### src/rtl/cpu_pkg.sv
// Shared CPU front-end types: bus widths, fetch FSM states and prefetch queue entry.
package cpu_pkg;

    localparam int ADDR_W   = 20;
    localparam int DATA_W   = 16;
    localparam int LONG_BIT = 15;

    typedef enum logic [1:0] {
        BOOT0,
        BOOT1,
        BOOT2,
        RUN
    } fetch_state_e;

    typedef struct packed {
        logic [ADDR_W-1:0] addr;
        logic [DATA_W-1:0] word;
    } fetch_entry_t;

endpackage

### src/rtl/instr_fetch_queue_if.sv
// Fetch-stage bundle: instruction-memory read port, redirect input and decode handshake.
interface instr_fetch_queue_if;
    import cpu_pkg::*;

    logic              imem_rd;
    logic [ADDR_W-1:0] imem_addr;
    logic [DATA_W-1:0] imem_data;
    logic              redirect_valid;
    logic [ADDR_W-1:0] redirect_pc;
    logic              out_valid;
    logic              out_ready;
    logic [DATA_W-1:0] out_instr;
    logic [DATA_W-1:0] out_imm;
    logic              out_long;
    logic [ADDR_W-1:0] out_pc;

    modport master (
        output imem_rd, imem_addr, out_valid, out_instr, out_imm, out_long, out_pc,
        input  imem_data, redirect_valid, redirect_pc, out_ready
    );

    modport slave (
        input  imem_rd, imem_addr, out_valid, out_instr, out_imm, out_long, out_pc,
        output imem_data, redirect_valid, redirect_pc, out_ready
    );

endinterface

### src/rtl/fetch_fifo.sv
// Circular prefetch buffer of {addr, word} entries with 1- or 2-entry pop and flush.
module fetch_fifo
    import cpu_pkg::*;
#(
    parameter  int DEPTH = 4,
    localparam int PW    = $clog2(DEPTH),
    localparam int CW    = PW + 1
) (
    input  logic              clk,
    input  logic              rst,
    input  logic              push_i,
    input  fetch_entry_t      push_entry_i,
    input  logic              pop1_i,
    input  logic              pop2_i,
    input  logic              flush_i,
    output logic [CW-1:0]     count_o,
    output fetch_entry_t      head_o,
    output logic [DATA_W-1:0] head1_word_o
);

    fetch_entry_t  mem_q [DEPTH];
    logic [PW-1:0] rd_q, wr_q;
    logic [CW-1:0] cnt_q;
    logic [1:0]    npop;

    assign npop = pop2_i ? 2'd2 : {1'b0, pop1_i};

    always_ff @(posedge clk or negedge rst) begin
        if (!rst) begin
            rd_q  <= '0;
            wr_q  <= '0;
            cnt_q <= '0;
        end else if (flush_i) begin
            rd_q  <= '0;
            wr_q  <= '0;
            cnt_q <= '0;
        end else begin
            if (push_i) wr_q <= wr_q + PW'(1);
            rd_q  <= rd_q + PW'(npop);
            cnt_q <= cnt_q + CW'(push_i) - CW'(npop);
        end
    end

    // Storage needs no reset: entries are only observed below the count.
    always_ff @(posedge clk) begin
        if (push_i && !flush_i) mem_q[wr_q] <= push_entry_i;
    end

    assign count_o      = cnt_q;
    assign head_o       = mem_q[rd_q];
    assign head1_word_o = mem_q[rd_q + PW'(1)].word;

endmodule

### src/rtl/instr_fetch_queue.sv
// Fetch stage: boots the reset vector from words 0/1, then prefetches into a small queue
// and hands decode one whole (1- or 2-word) instruction per handshake.
module instr_fetch_queue
    import cpu_pkg::*;
#(
    parameter int DEPTH = 4
) (
    input logic                 clk,
    input logic                 rst,
    instr_fetch_queue_if.master bus
);

    localparam int CW = $clog2(DEPTH) + 1;

    fetch_state_e      state_q, state_d;
    logic [ADDR_W-1:0] pc_q, pc_d;
    logic [DATA_W-1:0] vlow_q, vlow_d;
    logic              infl_q, infl_d;

    logic [CW-1:0]     count;
    fetch_entry_t      head, push_entry;
    logic [DATA_W-1:0] head1_word;
    logic              redir, fetch, head_long, vld, pop;

    assign redir      = bus.redirect_valid && (state_q == RUN);
    assign head_long  = head.word[LONG_BIT];
    assign vld        = !redir && (head_long ? (count >= CW'(2)) : (count >= CW'(1)));
    assign pop        = vld && bus.out_ready;
    // pc only moves past an in-flight read, so its address is always pc-1.
    assign push_entry = '{addr: pc_q - ADDR_W'(1), word: bus.imem_data};

    fetch_fifo #(.DEPTH(DEPTH)) u_fifo (
        .clk         (clk),
        .rst         (rst),
        .push_i      (infl_q),
        .push_entry_i(push_entry),
        .pop1_i      (pop && !head_long),
        .pop2_i      (pop && head_long),
        .flush_i     (redir),
        .count_o     (count),
        .head_o      (head),
        .head1_word_o(head1_word)
    );

    always_ff @(posedge clk or negedge rst) begin
        if (!rst) begin
            state_q <= BOOT0;
            pc_q    <= '0;
            vlow_q  <= '0;
            infl_q  <= 1'b0;
        end else begin
            state_q <= state_d;
            pc_q    <= pc_d;
            vlow_q  <= vlow_d;
            infl_q  <= infl_d;
        end
    end

    always_comb begin
        state_d = state_q;
        pc_d    = pc_q;
        vlow_d  = vlow_q;
        infl_d  = 1'b0;
        fetch   = 1'b0;
        case (state_q)
            BOOT0: state_d = BOOT1;
            BOOT1: begin
                vlow_d  = bus.imem_data;
                state_d = BOOT2;
            end
            BOOT2: begin
                pc_d    = ADDR_W'({bus.imem_data, vlow_q});
                state_d = RUN;
            end
            RUN: begin
                // A redirect drops infl_d, so the read returning next cycle is never pushed.
                if (redir) begin
                    pc_d = bus.redirect_pc;
                end else if ((CW+1)'(count) + (CW+1)'(infl_q) < (CW+1)'(DEPTH)) begin
                    fetch  = 1'b1;
                    infl_d = 1'b1;
                    pc_d   = pc_q + ADDR_W'(1);
                end
            end
            default: state_d = BOOT0;
        endcase
    end

    assign bus.imem_rd   = rst && ((state_q == BOOT0) || (state_q == BOOT1) || fetch);
    assign bus.imem_addr = (state_q == BOOT1) ? ADDR_W'(1) : (fetch ? pc_q : '0);

    assign bus.out_valid = vld;
    assign bus.out_instr = vld ? head.word : '0;
    assign bus.out_imm   = (vld && head_long) ? head1_word : '0;
    assign bus.out_long  = vld && head_long;
    assign bus.out_pc    = vld ? head.addr : '0;

endmodule
### src/flat_wrapper.sv
// flat-port wrapper written by rule: the top's interface ports become plain ports
module instr_fetch_queue_flat import cpu_pkg::*;
#(
    parameter int DEPTH = 4
)
  (clk, rst, bus_imem_rd, bus_imem_addr, bus_out_valid, bus_out_instr, bus_out_imm, bus_out_long, bus_out_pc, bus_imem_data, bus_redirect_valid, bus_redirect_pc, bus_out_ready);
  instr_fetch_queue_if bus_i ();
  input logic clk;
  input logic rst;
  output wire logic [$bits(bus_i.imem_rd)-1:0] bus_imem_rd;
  output wire logic [$bits(bus_i.imem_addr)-1:0] bus_imem_addr;
  output wire logic [$bits(bus_i.out_valid)-1:0] bus_out_valid;
  output wire logic [$bits(bus_i.out_instr)-1:0] bus_out_instr;
  output wire logic [$bits(bus_i.out_imm)-1:0] bus_out_imm;
  output wire logic [$bits(bus_i.out_long)-1:0] bus_out_long;
  output wire logic [$bits(bus_i.out_pc)-1:0] bus_out_pc;
  input wire logic [$bits(bus_i.imem_data)-1:0] bus_imem_data;
  input wire logic [$bits(bus_i.redirect_valid)-1:0] bus_redirect_valid;
  input wire logic [$bits(bus_i.redirect_pc)-1:0] bus_redirect_pc;
  input wire logic [$bits(bus_i.out_ready)-1:0] bus_out_ready;
  assign bus_imem_rd = bus_i.imem_rd;
  assign bus_imem_addr = bus_i.imem_addr;
  assign bus_out_valid = bus_i.out_valid;
  assign bus_out_instr = bus_i.out_instr;
  assign bus_out_imm = bus_i.out_imm;
  assign bus_out_long = bus_i.out_long;
  assign bus_out_pc = bus_i.out_pc;
  assign bus_i.imem_data = bus_imem_data;
  assign bus_i.redirect_valid = bus_redirect_valid;
  assign bus_i.redirect_pc = bus_redirect_pc;
  assign bus_i.out_ready = bus_out_ready;
  instr_fetch_queue #(.DEPTH(DEPTH)) u_core (.clk(clk), .rst(rst), .bus(bus_i));
endmodule
### config.mk
export PLATFORM = sky130hd
export DESIGN_NAME = instr_fetch_queue_flat
export DESIGN_NICKNAME = d
export VERILOG_FILES = /design/src/rtl/cpu_pkg.sv /design/src/rtl/instr_fetch_queue_if.sv /design/src/rtl/fetch_fifo.sv /design/src/rtl/instr_fetch_queue.sv /design/src/flat_wrapper.sv
export SDC_FILE = /design/constraint.sdc
export NUM_CORES = 1
export LEC_CHECK = 0
export CELL_PAD_IN_SITES_DETAIL_PLACEMENT = 2
export CELL_PAD_IN_SITES_GLOBAL_PLACEMENT = 2
export CORE_UTILIZATION = 25
export CTS_CLUSTER_DIAMETER = 200
export DETAILED_ROUTE_END_ITERATION = 12
export PLACE_DENSITY = 0.62
export SETUP_SLACK_MARGIN = 0.02
export SLEW_MARGIN = 10
export SYNTH_ARGS = -nofsm -noshare
export SYNTH_HDL_FRONTEND = slang
export SYNTH_SLANG_ARGS = --single-unit
export TNS_END_PERCENT = 30
### constraint.sdc
create_clock -name clk -period 5.7 [get_ports clk]
set_input_delay 1.14 -clock clk [delete_from_list [all_inputs] [get_ports clk]]
set_output_delay 1.14 -clock clk [all_outputs]
set_load 0.01 [all_outputs]
==> flow_metrics.env, run 1 <==
export IMPL_grt_max_degree=54
export IMPL_track_usage=0.146
export IMPL_cts_max_path_buffers=2
export IMPL_drt_wl_total_um=26700
export IMPL_cts_resized=0
export IMPL_crit_chain="clkdlybuf4s50_1 -> buf_4 -> nand2b_1 -> nor2b_1 -> and2b_1 -> and2_1 -> clkdlybuf4s50_1"
export IMPL_maxCapViolations=0
export IMPL_crit_top_cell="clkdlybuf4s50_1"
export IMPL_cts_sinks=190
export IMPL_regArea_um2=5480
export IMPL_design_area_um2=11600
export IMPL_die_area_um2=38300
export IMPL_layoutNonFillerInstCount=1221
export IMPL_max_freq_mhz=204
export IMPL_avgSynthCellArea_um2=14.6
export IMPL_dr_total_vias=5732
export IMPL_initial_core_util=0.255
export IMPL_hold_viol=0
export IMPL_r2r_end="u_core.u_fifo.count_o[2]$_DFF_PN0_"
export IMPL_dr_pass1_iters=4
export IMPL_cts_setup_buffers=0
export IMPL_worst_slack_ns=0.798
export IMPL_slowest_stage="and2b_1"
export IMPL_dp_slack_ns=0.796
export IMPL_synth_top_area_share=0.460
export IMPL_synth_top_cells_by_count="edfxtp_1, mux4_2, dfrtp_1, nor2b_1, nor2_1"
export IMPL_yosys_warnings=0
export IMPL_core_um2=36800
export IMPL_num_rows=70
export IMPL_netlist_area_um2=9390
export IMPL_crit_fanout=22
export IMPL_gp_congestion=0.739
export IMPL_wl_per_cell_um=21.9
export IMPL_hpwl_um=18700
export IMPL_ff2ff_setup_slack_ns=2.15
export IMPL_clkTransAtPathRegs_ns=0.08
export IMPL_ys_seq_area_frac=0.583
export IMPL_clk_latency_ns=0.44
export IMPL_numCtsBuffers=17
export IMPL_ys_seq_elements=190
export IMPL_worst_setup_path_end_kind="output port"
export IMPL_crit_family="simple AND/OR/NAND/NOR gates"
export IMPL_drt_iter0_markers=253
export IMPL_placed_area_um2=11000
export IMPL_fill_cells=3810
export IMPL_finalCriticalPeriod_ns=4.90
export IMPL_cts_tree="done"
export IMPL_antenna_found_initial=0
export IMPL_min_path_type="flop to flop"
export IMPL_cts_htree_levels=4
export IMPL_root_buffer="clkbuf_16"
export IMPL_ys_top_cells_by_area="edfxtp_1, mux4_2, dfrtp_1"
export IMPL_worst_pin_slew_ns=1.16
export IMPL_crit_arrival_ns=3.76
export IMPL_multi_input_area_um2=3600
export IMPL_ff2ff_path_depth=12
export IMPL_async_reset_ff_frac=0.242
export IMPL_path_buf_inv=3
export IMPL_path_class="primary input to output port"
export IMPL_ys_flop_type="edfxtp_1"
export IMPL_die_width_um=196
export IMPL_slowest_delay_ns=0.69
export IMPL_yosysMostFrequentCell="edfxtp_1"
export IMPL_synth_area_leader_cell="edfxtp_1"
export IMPL_final_setup_tns_ns=0
export IMPL_synth_distinct_cells=58
export IMPL_synth_edf_count=144
export IMPL_p_per_area_nw_per_um2=368
export IMPL_drive_above_1_share=0.207
export IMPL_fin_worst_skew_ns=0.0147
export IMPL_pin_count=115
export IMPL_synth_fp_nets=696
export IMPL_outcome="complete, no violations"
export IMPL_post_route_util=0.315
export IMPL_io_buffers=114
export IMPL_overflow=0
export IMPL_finalCritPeriodShare=0.860
export IMPL_holdPathEnd="u_core.vlow_q[15]$_DFFE_PN0P_"
export IMPL_setup_violations_final=0
export IMPL_rsz0062_at_grt="no"
export IMPL_maxSlewHeadroom=0.217
export IMPL_synthCells=642
export IMPL_required_ns=4.56
export IMPL_ant_nets=0
export IMPL_place_inst=1186
export IMPL_area_growth_pct=23.3
export IMPL_fin_nets=791
export IMPL_crit_reg2reg_launch="u_core.state_q[0]$_DFFE_PN0P_"
export IMPL_viasPerCell=4.69
export IMPL_hold_path_depth=1
export IMPL_die_h_um=196
export IMPL_slew_violations=0
export IMPL_drcViolationCount=0
export IMPL_min_delay_start="u_core.vlow_q[15]$_DFFE_PN0P_"
export IMPL_grt_first_pass_wirelength_um=41200
export IMPL_critPathLaunchType="primary input"
export IMPL_first_global_vias=6381
export IMPL_p_leak_nw=3.86
export IMPL_ctsHoldBuffers=0
export IMPL_ir_worst_vdd_v=0.000207
per-layer routing:
metal | routed length, um | GRT usage | up-vias
li1 | - | - | 2605
met5 | 0 | 0 | -
met3 | 745 | 0.0237 | 9
met1 | 12500 | 0.198 | 3026
met4 | 221 | 0.0327 | 0
met2 | 13300 | 0.244 | 92
worst max-delay path by stage:
stage | startpoint | endpoint | slack, ns | cells after the start
2_1_floorplan | bus_redirect_valid | bus_imem_addr[10] | 2.35 | 6
3_3_place_gp | bus_redirect_valid | bus_imem_addr[6] | 0.92 | 7
3_5_place_dp | bus_redirect_valid | bus_imem_addr[3] | 0.80 | 7
4_1_cts | bus_redirect_valid | bus_imem_addr[3] | 0.78 | 7
5_1_grt | bus_redirect_valid | bus_imem_addr[2] | 0.65 | 7
6_report | bus_redirect_valid | bus_imem_addr[6] | 0.80 | 7
through the flow:
step           total power, mW  hold WS [ns]
3_3_place_gp              3.10         0.487
5_1_grt                   4.48         0.538
2_1_floorplan             2.61         0.473
4_1_cts                   4.34         0.515
3_5_place_dp              3.13         0.497
6_report                  4.27         0.511
logic make-up after synthesis:
kind of cell	count (synthesis)	synth area share
muxes	74	0.151
xor gates and xnor gates	28	0.0261
AOI/OAI and AO/OA	79	0.0536
buffers and inverters	66	0.0345
adders and majority gates	14	0.0195
and+or+nand+nor	191	0.133
DFF	190	0.583
worst register-to-register path, cell delays in order, from the launching register on:
cell and delay [ns]:
dfrtp_1 0.41, ha_1 0.53, and2_1 0.48, nor2_1 0.09
nand2_1 0.57, inv_1 0.17, nand2_1 0.15, ha_1 0.14
inv_1 0.05, fa_1 0.44, xor2_1 0.20, xnor2_1 0.14
nor2_1 0.05
state kept, by name (all words and copies together), names as in the netlist:
| register | flops |
|---|---|
| u_core.infl_q | 1 |
| u_core.pc_q | 20 |
| u_core.u_fifo.mem_q | 144 |
| u_core.u_fifo.rd_q | 2 |
| u_core.u_fifo.count_o | 3 |
| u_core.state_q | 2 |
| u_core.vlow_q | 16 |
| u_core.u_fifo.wr_q | 2 |
cell usage in the layout (no fill, tap or decap), drive strengths merged, types with 5 or more instances in the layout:
cell,instances
a21oi,27
a31oi,6
and2,22
and3,5
buf,13
clkbuf,17
clkdlybuf4s50,113
clkinv,8
dfrtp,46
edfxtp,144
ha,13
inv,23
mux2,18
mux4,52
nand2,28
nand3,10
nand4,8
nor2,29
nor2b,59
nor3,9
nor4,5
o21ai,18
o221ai,5
xnor2,12
xor2,16
layout make-up:
class,instances,area share
diodes,3,0.000648
clock buffers,17,0.0367
clock inverters,15,0.0146
inverters,16,0.00519
multi-input cells,386,0.311
flip-flops and latches,190,0.473
well taps,468,0.0506
repair buffers,126,0.108
where the power goes:
| group | internal (mW) | switching (mW) |
|---|---|---|
| Clock | 0.591 | 0.607 |
| Sequential | 1.67 | 0.158 |
| Combinational | 0.628 | 0.615 |
(Power assumes the default switching activity.)
==> inputs of run 2 (changes only) <==
--- a/config.mk
+++ b/config.mk
@@ -5,13 +5,15 @@
 export SDC_FILE = /design/constraint.sdc
 export NUM_CORES = 1
 export LEC_CHECK = 0
+export ABC_AREA = 1
 export CELL_PAD_IN_SITES_DETAIL_PLACEMENT = 2
 export CELL_PAD_IN_SITES_GLOBAL_PLACEMENT = 2
 export CORE_UTILIZATION = 25
 export CTS_CLUSTER_DIAMETER = 200
 export DETAILED_ROUTE_END_ITERATION = 12
-export PLACE_DENSITY = 0.62
+export PLACE_DENSITY = 0.67
 export SETUP_SLACK_MARGIN = 0.02
+export SKIP_LAST_GASP = 1
 export SLEW_MARGIN = 10
 export SYNTH_ARGS = -nofsm -noshare
 export SYNTH_HDL_FRONTEND = slang
==> run 2 against run 1 <==
Die area hardly changed. Area after synthesis barely moved. Critical endpoint is now bus_imem_addr[1]. Flip-flop and latch count unchanged.
==> flow_metrics.env, run 2 <==
export IMPL_cts_tree="done"
export IMPL_initial_core_util=0.255
export IMPL_gp_congestion=0.786
export IMPL_synth_top_area_share=0.460
export IMPL_synthCells=993
export IMPL_first_global_vias=8365
export IMPL_clock_power_share=0.280
export IMPL_worst_setup_path_end_kind="output port"
export IMPL_ff2ff_path_depth=13
export IMPL_worst_pin_slew_ns=0.894
export IMPL_cts_max_path_buffers=2
export IMPL_hpwl_um=23500
export IMPL_drcViolationCount=0
export IMPL_ff2ff_setup_slack_ns=2.27
export IMPL_layoutNonFillerInstCount=1565
export IMPL_crit_top_cell="clkdlybuf4s50_1"
export IMPL_crit_arrival_ns=3.86
export IMPL_pwr_share_comb=0.306
export IMPL_maxCapViolations=0
export IMPL_p_per_area_nw_per_um2=378
export IMPL_required_ns=4.56
export IMPL_crit_chain="clkdlybuf4s50_1 -> nand2_2 -> inv_2 -> nor3_2 -> inv_1 -> nor3_1 -> clkdlybuf4s50_1"
export IMPL_yosysMostFrequentCell="nand2_1"
export IMPL_cts_setup_buffers=0
export IMPL_dr_pass1_iters=4
export IMPL_drt_iter0_markers=374
export IMPL_core_um2=36800
export IMPL_ys_flop_type="edfxtp_1"
export IMPL_root_buffer="clkbuf_16"
export IMPL_dr_total_vias=7669
export IMPL_clk_latency_ns=0.45
export IMPL_die_h_um=196
export IMPL_cts_sinks=190
export IMPL_synth_distinct_cells=40
export IMPL_ant_nets=0
export IMPL_design_area_um2=11600
export IMPL_yosys_warnings=0
export IMPL_internal_power_mw=2.80
export IMPL_fin_nets=1138
export IMPL_slew_violations=0
export IMPL_slowest_delay_ns=0.60
export IMPL_final_setup_tns_ns=0
export IMPL_rsz0062_at_grt="no"
export IMPL_synth_top_cells_by_count="nand2_1, nor2_1, edfxtp_1, a21oi_1, o21ai_0"
export IMPL_maxSlewHeadroom=0.403
export IMPL_finalCritPeriodShare=0.877
export IMPL_p_sw_frac=0.364
export IMPL_netlist_area_um2=9400
export IMPL_wl_per_cell_um=21.3
export IMPL_ctsHoldBuffers=0
export IMPL_viasPerCell=4.90
export IMPL_cts_resized=0
export IMPL_die_area_um2=38400
export IMPL_ys_seq_area_frac=0.583
export IMPL_seqPwrFrac=0.415
export IMPL_final_common_cell="nand2_1"
export IMPL_track_usage=0.179
export IMPL_grt_max_degree=53
export IMPL_synth_edf_count=144
export IMPL_hold_path_depth=2
export IMPL_holdPathEnd="u_core.vlow_q[3]$_DFFE_PN0P_"
export IMPL_async_reset_ff_frac=0.242
export IMPL_path_class="primary input to output port"
export IMPL_largest_register="u_core.u_fifo.mem_q"
export IMPL_crit_reg2reg_launch="u_core.u_fifo.rd_q[0]$_DFF_PN0_"
export IMPL_ys_seq_elements=190
export IMPL_diodes=0
export IMPL_pin_count=115
export IMPL_p_sw_mw=1.60
export IMPL_ir_worst_vdd_v=0.000156
export IMPL_p_total_mw=4.39
export IMPL_numCtsBuffers=17
export IMPL_min_delay_start="u_core.vlow_q[3]$_DFFE_PN0P_"
export IMPL_fin_worst_skew_ns=0.0168
export IMPL_slowest_stage="clkdlybuf4s50_1"
export IMPL_placed_area_um2=11000
export IMPL_ys_top_cells_by_area="edfxtp_1, dfrtp_1, nand2_1"
export IMPL_max_freq_mhz=200
export IMPL_place_inst=1533
export IMPL_avgSynthCellArea_um2=9.46
export IMPL_finalCriticalPeriod_ns=5.00
export IMPL_largest_reg_flops=144
export IMPL_synth_area_leader_cell="edfxtp_1"
export IMPL_setup_violations_final=0
export IMPL_whs_ns=0.483
export IMPL_min_path_type="flop to flop"
export IMPL_crit_fanout=20
export IMPL_cts_htree_levels=4
export IMPL_drive_above_1_share=0.0738
export IMPL_io_buffers=114
export IMPL_clkTransAtPathRegs_ns=0.08
export IMPL_area_growth_pct=23.5
export IMPL_overflow=0
export IMPL_hold_viol=0
export IMPL_grt_first_pass_wirelength_um=51500
export IMPL_final_cell_mix="nand2_1, nor2_1, edfxtp_1"
export IMPL_antenna_found_initial=2
export IMPL_r2r_end="u_core.u_fifo.count_o[2]$_DFF_PN0_"
export IMPL_synth_fp_nets=1047
export IMPL_top_regs="u_core.u_fifo.mem_q (144), u_core.pc_q (20), u_core.vlow_q (16)"
export IMPL_num_rows=70
export IMPL_outcome="complete, no violations"
export IMPL_drt_wl_total_um=33400
export IMPL_p_leak_nw=4.39
export IMPL_critPathLaunchType="primary input"
export IMPL_die_width_um=196
run 2: cell count changes after synthesis, moves of 21 or more:
cell,change
nor2_1,+152
nand2_1,+156
a21oi_1,+48
nor2b_1,-30
and2_1,-21
mux4_2,-52
inv_1,+38
nand3_1,+24
o21ai_0,+51
run 2: critical path: cells and delay by family:
family | cells | cell delay (ns)
AND/OR/NAND/NOR | 3 | 1.00
buffers and inverters | 4 | 1.71
run 2: cell families (layout without fill, tap and decap cells):
group | after synthesis | after routing | share of synthesized area
simple gates | 442 | 442 | 0.192
compound gates | 211 | 211 | 0.138
flops | 190 | 190 | 0.583
buf+inv | 119 | 223 | 0.0525
xor+xnor | 17 | 17 | 0.0158
fa+ha+maj | 14 | 14 | 0.0194
run 2: worst max path at each step:
stage / start / endpoint / slack, ns / cells after the start
after floorplan: bus_redirect_valid / u_core.u_fifo.mem_q[0][0]$_DFFE_PP_ / 2.04 / 4
after global placement: bus_redirect_valid / bus_out_imm[15] / 0.90 / 7
after detailed placement: bus_redirect_valid / bus_imem_addr[1] / 0.69 / 7
after CTS: bus_redirect_valid / bus_imem_addr[1] / 0.67 / 7
after global routing: bus_redirect_valid / bus_imem_addr[1] / 0.57 / 7
final: bus_redirect_valid / bus_imem_addr[1] / 0.70 / 7
run 2: metal layers:
metal	vias to the layer above	global-route usage	share of wire
met3	27	0.0223	0.023
met2	125	0.300	0.48
met5	-	0	0
met4	0	0.0486	0.014
li1	3602	-	-
met1	3915	0.242	0.48
run 2: layout make-up:
cell class	count	area [um^2]
clock buffers	17	425
clock inverters	15	173
fillers	4066	25200
inverters	61	229
multi-input cells	684	3460
flip-flops and latches	190	5480
well taps	468	586
repair buffers	130	1260
run 2: per-stage QoR:
stage,utilization,setup WS (ns)
after CTS,0.315,0.668
final,0.315,0.703
after floorplan,-,2.04
after global routing,0.315,0.573
after detailed placement,0.299,0.687
after global placement,0.299,0.905
run 2: power by group through the flow:
stage	registers [mW]	clock network (mW)	logic (mW)
after detailed placement	1.85	0	1.35
after floorplan	1.78	0	0.777
after global placement	1.85	0	1.32
after global routing	1.84	1.30	1.47
after CTS	1.82	1.25	1.37
final	1.82	1.23	1.34
